[src/rtl/cpu_bus_pkg.sv]
// rtl/cpu_bus_pkg.sv - shared CPU bus types, owner codes and default widths
package cpu_bus_pkg;

    localparam int DEF_ADDR_W     = 32;
    localparam int DEF_DATA_W     = 32;
    localparam int DEF_FAIR_LIMIT = 4;

    typedef enum logic [1:0] {
        ST_IDLE = 2'd0,
        ST_ADDR = 2'd1,
        ST_DATA = 2'd2
    } arb_state_t;

    localparam logic OWN_INST = 1'b0;
    localparam logic OWN_DATA = 1'b1;

    // Counter must be able to hold FAIR_LIMIT itself, so size for limit+1 values
    function automatic int fair_cnt_w(input int limit);
        return $clog2(limit + 1);
    endfunction

endpackage

[src/rtl/sram_port_arbiter_if.sv]
// rtl/sram_port_arbiter_if.sv - SRAM-like request/response port bundle
interface sram_port_arbiter_if
    import cpu_bus_pkg::*;
#(
    parameter int ADDR_W = DEF_ADDR_W,
    parameter int DATA_W = DEF_DATA_W
);
    logic              req;
    logic              wr;
    logic [3:0]        wstrb;
    logic [ADDR_W-1:0] addr;
    logic [DATA_W-1:0] wdata;
    logic              addr_ok;
    logic              data_ok;
    logic [DATA_W-1:0] rdata;

    // Requester side: issues requests, receives acknowledges and read data
    modport master (
        output req, wr, wstrb, addr, wdata,
        input  addr_ok, data_ok, rdata
    );

    // Responder side: accepts requests, returns acknowledges and read data
    modport slave (
        input  req, wr, wstrb, addr, wdata,
        output addr_ok, data_ok, rdata
    );

endinterface

[src/rtl/arb_prio2_fair.sv]
// rtl/arb_prio2_fair.sv - data-priority winner select with fetch fairness counter
module arb_prio2_fair
    import cpu_bus_pkg::*;
#(
    parameter int FAIR_LIMIT = DEF_FAIR_LIMIT
) (
    input  logic clk,
    input  logic reset,
    input  logic idle,
    input  logic inst_req,
    input  logic data_req,
    output logic win_data
);
    localparam int CNT_W = fair_cnt_w(FAIR_LIMIT);
    localparam logic [CNT_W-1:0] LIMIT = CNT_W'(FAIR_LIMIT);

    logic [CNT_W-1:0] fair_cnt;

    // Data wins unless fetch has been passed over FAIR_LIMIT times in a row
    assign win_data = data_req && !(inst_req && (fair_cnt == LIMIT));

    // Count data grants taken while fetch waits; any fetch grant or idle fetch clears it
    always_ff @(posedge clk) begin
        if (reset) begin
            fair_cnt <= '0;
        end else if (idle) begin
            if (!inst_req || !win_data) begin
                fair_cnt <= '0;
            end else if (fair_cnt != LIMIT) begin
                fair_cnt <= fair_cnt + 1'b1;
            end
        end
    end

endmodule

[src/rtl/sram_port_arbiter.sv]
// rtl/sram_port_arbiter.sv - shares one memory port between fetch and load/store
module sram_port_arbiter
    import cpu_bus_pkg::*;
#(
    parameter int ADDR_W     = DEF_ADDR_W,
    parameter int DATA_W     = DEF_DATA_W,
    parameter int FAIR_LIMIT = DEF_FAIR_LIMIT
) (
    input  logic                 clk,
    input  logic                 reset,
    sram_port_arbiter_if.slave   inst,
    sram_port_arbiter_if.slave   data,
    sram_port_arbiter_if.master  m,
    output logic                 busy,
    output logic                 owner
);
    arb_state_t        state;
    logic              idle;
    logic              any_req;
    logic              win_data;
    logic              sel_data;
    logic              fwd;
    logic              sel_wr;
    logic [3:0]        sel_wstrb;
    logic [ADDR_W-1:0] sel_addr;
    logic [DATA_W-1:0] sel_wdata;

    assign idle    = (state == ST_IDLE);
    assign any_req = inst.req | data.req;

    arb_prio2_fair #(.FAIR_LIMIT(FAIR_LIMIT)) u_arb (
        .clk      (clk),
        .reset    (reset),
        .idle     (idle),
        .inst_req (inst.req),
        .data_req (data.req),
        .win_data (win_data)
    );

    // In IDLE the live winner drives the port; afterwards the latched owner does
    assign sel_data  = idle ? win_data : owner;
    assign fwd       = !reset && ((idle && any_req) || (state == ST_ADDR));
    assign sel_wr    = sel_data ? data.wr    : inst.wr;
    assign sel_wstrb = sel_data ? data.wstrb : inst.wstrb;
    assign sel_addr  = sel_data ? data.addr  : inst.addr;
    assign sel_wdata = sel_data ? data.wdata : inst.wdata;

    assign m.req   = fwd;
    assign m.wr    = fwd & sel_wr;
    assign m.wstrb = fwd ? sel_wstrb : 4'h0;
    assign m.addr  = fwd ? sel_addr  : '0;
    assign m.wdata = fwd ? sel_wdata : '0;

    // addr_ok only while a request is forwarded; data_ok only in DATA, so they never overlap
    assign inst.addr_ok = fwd && m.addr_ok && (sel_data == OWN_INST);
    assign data.addr_ok = fwd && m.addr_ok && (sel_data == OWN_DATA);
    assign inst.data_ok = !reset && (state == ST_DATA) && m.data_ok && (owner == OWN_INST);
    assign data.data_ok = !reset && (state == ST_DATA) && m.data_ok && (owner == OWN_DATA);
    assign inst.rdata   = m.rdata;
    assign data.rdata   = m.rdata;

    // Transaction FSM: grant in IDLE, wait for addr_ok in ADDR, wait for data_ok in DATA
    always_ff @(posedge clk) begin
        if (reset) begin
            state <= ST_IDLE;
            owner <= OWN_INST;
            busy  <= 1'b0;
        end else begin
            case (state)
                ST_IDLE: begin
                    if (any_req) begin
                        owner <= win_data ? OWN_DATA : OWN_INST;
                        state <= m.addr_ok ? ST_DATA : ST_ADDR;
                        busy  <= 1'b1;
                    end
                end
                ST_ADDR: begin
                    if (m.addr_ok) begin
                        state <= ST_DATA;
                    end
                end
                ST_DATA: begin
                    if (m.data_ok) begin
                        state <= ST_IDLE;
                        busy  <= 1'b0;
                    end
                end
                default: begin
                    state <= ST_IDLE;
                    busy  <= 1'b0;
                end
            endcase
        end
    end

endmodule

[src/flat_wrapper.sv]
// flat-port wrapper written by rule: the top's interface ports become plain ports
module sram_port_arbiter_flat import cpu_bus_pkg::*;
#(
    parameter int ADDR_W     = DEF_ADDR_W,
    parameter int DATA_W     = DEF_DATA_W,
    parameter int FAIR_LIMIT = DEF_FAIR_LIMIT
)
  (clk, reset, busy, owner, inst_req, inst_wr, inst_wstrb, inst_addr, inst_wdata, inst_addr_ok, inst_data_ok, inst_rdata, data_req, data_wr, data_wstrb, data_addr, data_wdata, data_addr_ok, data_data_ok, data_rdata, m_req, m_wr, m_wstrb, m_addr, m_wdata, m_addr_ok, m_data_ok, m_rdata);
  sram_port_arbiter_if #(.ADDR_W(ADDR_W), .DATA_W(DATA_W)) inst_i ();
  sram_port_arbiter_if #(.ADDR_W(ADDR_W), .DATA_W(DATA_W)) data_i ();
  sram_port_arbiter_if #(.ADDR_W(ADDR_W), .DATA_W(DATA_W)) m_i ();
  input  logic clk;
  input  logic reset;
  output logic busy;
  output logic owner;
  input wire logic [$bits(inst_i.req)-1:0] inst_req;
  input wire logic [$bits(inst_i.wr)-1:0] inst_wr;
  input wire logic [$bits(inst_i.wstrb)-1:0] inst_wstrb;
  input wire logic [$bits(inst_i.addr)-1:0] inst_addr;
  input wire logic [$bits(inst_i.wdata)-1:0] inst_wdata;
  output wire logic [$bits(inst_i.addr_ok)-1:0] inst_addr_ok;
  output wire logic [$bits(inst_i.data_ok)-1:0] inst_data_ok;
  output wire logic [$bits(inst_i.rdata)-1:0] inst_rdata;
  input wire logic [$bits(data_i.req)-1:0] data_req;
  input wire logic [$bits(data_i.wr)-1:0] data_wr;
  input wire logic [$bits(data_i.wstrb)-1:0] data_wstrb;
  input wire logic [$bits(data_i.addr)-1:0] data_addr;
  input wire logic [$bits(data_i.wdata)-1:0] data_wdata;
  output wire logic [$bits(data_i.addr_ok)-1:0] data_addr_ok;
  output wire logic [$bits(data_i.data_ok)-1:0] data_data_ok;
  output wire logic [$bits(data_i.rdata)-1:0] data_rdata;
  output wire logic [$bits(m_i.req)-1:0] m_req;
  output wire logic [$bits(m_i.wr)-1:0] m_wr;
  output wire logic [$bits(m_i.wstrb)-1:0] m_wstrb;
  output wire logic [$bits(m_i.addr)-1:0] m_addr;
  output wire logic [$bits(m_i.wdata)-1:0] m_wdata;
  input wire logic [$bits(m_i.addr_ok)-1:0] m_addr_ok;
  input wire logic [$bits(m_i.data_ok)-1:0] m_data_ok;
  input wire logic [$bits(m_i.rdata)-1:0] m_rdata;
  assign inst_i.req = inst_req;
  assign inst_i.wr = inst_wr;
  assign inst_i.wstrb = inst_wstrb;
  assign inst_i.addr = inst_addr;
  assign inst_i.wdata = inst_wdata;
  assign inst_addr_ok = inst_i.addr_ok;
  assign inst_data_ok = inst_i.data_ok;
  assign inst_rdata = inst_i.rdata;
  assign data_i.req = data_req;
  assign data_i.wr = data_wr;
  assign data_i.wstrb = data_wstrb;
  assign data_i.addr = data_addr;
  assign data_i.wdata = data_wdata;
  assign data_addr_ok = data_i.addr_ok;
  assign data_data_ok = data_i.data_ok;
  assign data_rdata = data_i.rdata;
  assign m_req = m_i.req;
  assign m_wr = m_i.wr;
  assign m_wstrb = m_i.wstrb;
  assign m_addr = m_i.addr;
  assign m_wdata = m_i.wdata;
  assign m_i.addr_ok = m_addr_ok;
  assign m_i.data_ok = m_data_ok;
  assign m_i.rdata = m_rdata;
  sram_port_arbiter #(.ADDR_W(ADDR_W), .DATA_W(DATA_W), .FAIR_LIMIT(FAIR_LIMIT)) u_core (.clk(clk), .reset(reset), .inst(inst_i), .data(data_i), .m(m_i), .busy(busy), .owner(owner));
endmodule
[config.mk]
export PLATFORM = sky130hd
export DESIGN_NAME = sram_port_arbiter_flat
export DESIGN_NICKNAME = d
export VERILOG_FILES = /design/src/rtl/cpu_bus_pkg.sv /design/src/rtl/sram_port_arbiter_if.sv /design/src/rtl/arb_prio2_fair.sv /design/src/rtl/sram_port_arbiter.sv /design/src/flat_wrapper.sv
export SDC_FILE = /design/constraint.sdc
export NUM_CORES = 1
export LEC_CHECK = 0
export CAP_MARGIN = 20
export CORE_AREA = 2 2 122 124
export DETAILED_ROUTE_END_ITERATION = 7
export DIE_AREA = 0 0 124 126
export MAX_ROUTING_LAYER = met4
export PLACE_DENSITY = 0.63
export SKIP_LAST_GASP = 1
export SLEW_MARGIN = 20
export SYNTH_ARGS = -nofsm -noshare
export SYNTH_HDL_FRONTEND = slang
export SYNTH_HIERARCHICAL = 1
export SYNTH_SLANG_ARGS = --single-unit
export TNS_END_PERCENT = 100
[constraint.sdc]
create_clock -name clk -period 4.5 [get_ports clk]
set_clock_uncertainty 0.05 [all_clocks]
set_input_delay 1.35 -clock clk [delete_from_list [all_inputs] [get_ports clk]]
set_output_delay 1.35 -clock clk [all_outputs]
set_load 0.01 [all_outputs]
==> results of run 1 <==
-- report_power, final --
| part | switching (mW) | internal, mW | total, mW | leakage [nW] |
|---|---|---|---|---|
| logic | 0.213 | 0.273 | 0.485 | 1.72 |
| registers | 0.00889 | 0.0672 | 0.0761 | 0.0576 |
| clock network | 0.0369 | 0.118 | 0.155 | 0.0382 |
| total | 0.259 | 0.458 | 0.716 | 1.82 |
-- per-stage QoR --
stage,hold slack [ns],TNS [ns],cells
floorplan,0.461,0,362
global placement,0.480,-30.21,678
detailed placement,0.505,-32.86,678
CTS,0.508,0,691
global route,0.551,-0.0474,691
finish,0.506,0,691
-- Yosys cell counts (2+ instances only) --
cell type and number:
nor3_1 2, nand3_2 10, nor3b_1 2, buf_1 5
dfxtp_1 7, a31oi_1 2, nand3_1 59, a21oi_2 10
buf_4 66, inv_1 9, buf_2 16, ha_1 2
nand2_1 3, clkbuf_1 12, a21oi_1 60, nor2_1 9
o21ai_0 69, buf_6 3
-- state kept, by name (all words and copies together) (netlist names) --
name                   flops
u_core/busy                1
u_core/owner               1
u_core/state               2
u_core/u_arb/fair_cnt      3
-- final cells by class --
cell class                 instances  area, sq um
multi-input combinational        244         1420
fill                            1581         9940
inverter                           9         33.8
clock buffer                       4         78.8
sequential                         7          140
tap                              184          230
timing repair buffer             243         2480
-- routing by layer --
metal	share of wire, %	GRT usage (%)	wire length [um]
met3	11	3.49	1290
met1	40	17.0	4790
met2	47	24.8	5650
met5	0	-	0
met4	2.5	4.63	299
-- what timing repair did --
| item | CTS | global route |
|---|---|---|
| setup buffers | 3 | 0 |
| pin swaps | 7 | 3 |
| resized for setup | 133 | 24 |
| setup endpoints to repair | 72 | 39 |
| gates cloned | 6 | 0 |
-- how the worst max path moves through the flow --
| stage | cells past startpoint | slack, ns | start | end |
|---|---|---|---|---|
| 5_1_grt | 8 | -0.02 | data_req | m_addr[12] |
| 3_5_place_dp | 8 | -0.56 | data_req | m_addr[5] |
| 6_report | 7 | 0.07 | inst_req | m_addr[21] |
| 4_1_cts | 8 | 0.01 | inst_req | m_wdata[5] |
| 2_1_floorplan | 8 | 0.65 | data_req | m_wdata[21] |
| 3_3_place_gp | 8 | -0.52 | data_req | m_wr |
-- worst register-to-register path, cell delays in order, from the launching register on --
cell     delay (ns)
dfxtp_1        0.42
or3_1          0.46
nand2_2        0.18
buf_4          0.18
nor2_1         0.04
-- logic make-up (layout without fill, tap and decap cells) --
| kind of cell | Yosys count | in the layout |
|---|---|---|
| fa+ha+maj | 2 | 2 |
| compound gates | 147 | 147 |
| simple gates | 92 | 92 |
| mux | 1 | 1 |
| buf+inv | 111 | 256 |
| flops | 7 | 7 |
| xor+xnor | 2 | 2 |
==> summary.txt, run 1 <==
Route
  • Remaining DRCs: 0
  • Routed Wire Length: 12,000 um
  • Final ANT Viol Nets: 0
  • Drt pass-1 iters: 4
  • Vias: 3,232
  • DR WL/cell: between 15 and 20 um
  • DR iter-0 viols: 168
  • Vias/cell: between 4 and 5

Timing
  • Max Fclk: 226 MHz
  • RSZ-0062 raised after global routing: yes
  • Setup WS post-layout: roughly 0.066 ns
  • Worst slew pin tran: between 0.5 and 0.6 ns
  • # setup viols final: 0
  • Hold Fails Final Rpt: 0
  • Min Tclk post-route: roughly 4.4 ns
  • Fin. max-slew vios: 0
  • Tcrit/Tclk final: 98.5%
  • Relative slew slack: 64.4%

Synthesis
  • Synth Area in Adders: 1.12%
  • Synth warnings: 6
  • Synth Cell Area: around 2200 sq um
  • Synthesized Nets: 540
  • Top cells by area, synth: buf_4 22%, o21ai_0 15%, a21oi_1 13%
  • Multiplexer share of the synthesized area: 0.447%
  • Main combinational cell family by area after synthesis: compound AO/OA/AOI/OAI gates
  • Top cell type by total area after synthesis: buf_4
  • Mapped Cells: ~360
  • Yosys reg bits: 7
  • Synth cell types: 34
  • Complex-gate fraction of the synthesized area: 36.1%
  • Syn_area_per_cell: approximately 6.2 sq um
  • Post-synthesis simple-gate area fraction: between 20% and 30%
  • Synth Flop Type: dfxtp_1
  • Top-area cell type share of the netlist area: 22.1%
  • FFs w/ async S/R, synth: 0%
  • Area share of xor/xnor cells in the synthesized design: less than 1%
  • Post-synth EDFFs: 0
  • Share of the yosys chip area belonging to registers: 6.26%

Worst hold path
  • End of the worst hold path: u_core/u_arb/fair_cnt[1]
  • Worst hold path type: flop to flop
  • Hold_sp: u_core/u_arb/fair_cnt[1]
  • Hold Path Stages: 2

Setup path
  • Critical Path AT: 3.03 ns
  • Crit path max-delay family: buffers and inverters
  • Crit path max fanout: 6
  • Reg2Reg Launch Point: u_core/state[0]
  • Critical path's slowest cell: or3b_4
  • Max incr delay on CP: 0.53 ns
  • Critical-path cell list: dlygate4sd2_1, a31oi_2, or3b_4, buf_12, nand3_1, a21oi_1, dlygate4sd2_1
  • Flop2flop setup slack: between 3 and 4 ns
  • Worst path bufs/invs: 3
  • Cell repeated most along the worst path: dlygate4sd2_1
  • Worst setup SP type: input pin
  • CP endpoint kind: output port
  • R2R cell count: 4
  • Worst Path Required: 3.10 ns
  • WS Path Type: input pin to output port
  • RR Endpoint: u_core/state[0]

Placement
  • RePlAce Congestion: 0.735
  • Dpl hpwl: 8270 um
  • Setup WS pre-CTS: -0.561 ns
  • Port Buffers: about 220
  • Placed cell areas: 4190 sq um

Clocking
  • Clock net sink count: 7
  • Clock transition at path regs: 0.04 ns
  • CTS Buf Count: 3
  • H-tree depth: 1
  • Clk buf depth: 2
  • Hold_buf cts: 0
  • CTS tree: yes
  • Root Driver: clkbuf_16
  • Latest clock arrival within the worst-skew pair: 0.24 ns

Global route
  • First-pass GRT wire length: around 17,000 um
  • Total global-route track usage: 14.7%
  • Pin count of the biggest net entering global routing: 70
  • GRT overflow: 0
  • Initial antenna violation count: 0
  • Vias in the first global route: ~3,300

Die
  • Die area: 15,600 sq um
  • Starting Density: between 15 and 20%
  • CORE AREA: 14,300 sq um
  • Die Height: 126 um
  • Die width: 124 um
  • Site Rows: 44
  • I/O pin cnt: 316

Final layout
  • Final layout net count: 686
  • Post-layout util: 30.6%
  • Commonest non-fill, non-tap cell in the layout: clkdlybuf4s50_1
  • Area growth, synth to finish: 95.5%
  • Fin area: between 4000 and 5000 sq um
  • Antenna Cells: 0
  • Layout cells sized above 1: 15.6%
  • Highest-count cells in the layout ignoring fill and taps: 146 x clkdlybuf4s50_1, 69 x o21ai_0, 60 x a21oi_1, 58 x nand3_1, 41 x dlygate4sd2_1

Pwr
  • Pleak: between 1.5 and 2 nW
  • PwrDens: ~160 nW/um^2
  • Peak supply drop: between 100 and 150 uV
  • Tot Pwr: 0.716 mW

Outcome
  • Status: finished, final reports clean

Flow run
  • Max Cap Viol: 0
Note: power is estimated with default switching activity, not from simulation.
==> run 2, diff against run 1 <==
--- a/config.mk
+++ b/config.mk
@@ -7,6 +7,7 @@
 export LEC_CHECK = 0
 export CAP_MARGIN = 20
 export CORE_AREA = 2 2 122 124
+export CTS_CLUSTER_DIAMETER = 120
 export DETAILED_ROUTE_END_ITERATION = 7
 export DIE_AREA = 0 0 124 126
 export MAX_ROUTING_LAYER = met4
==> results of run 2 <==
The final DEF is identical to that of run 1; final timing and power are the same.
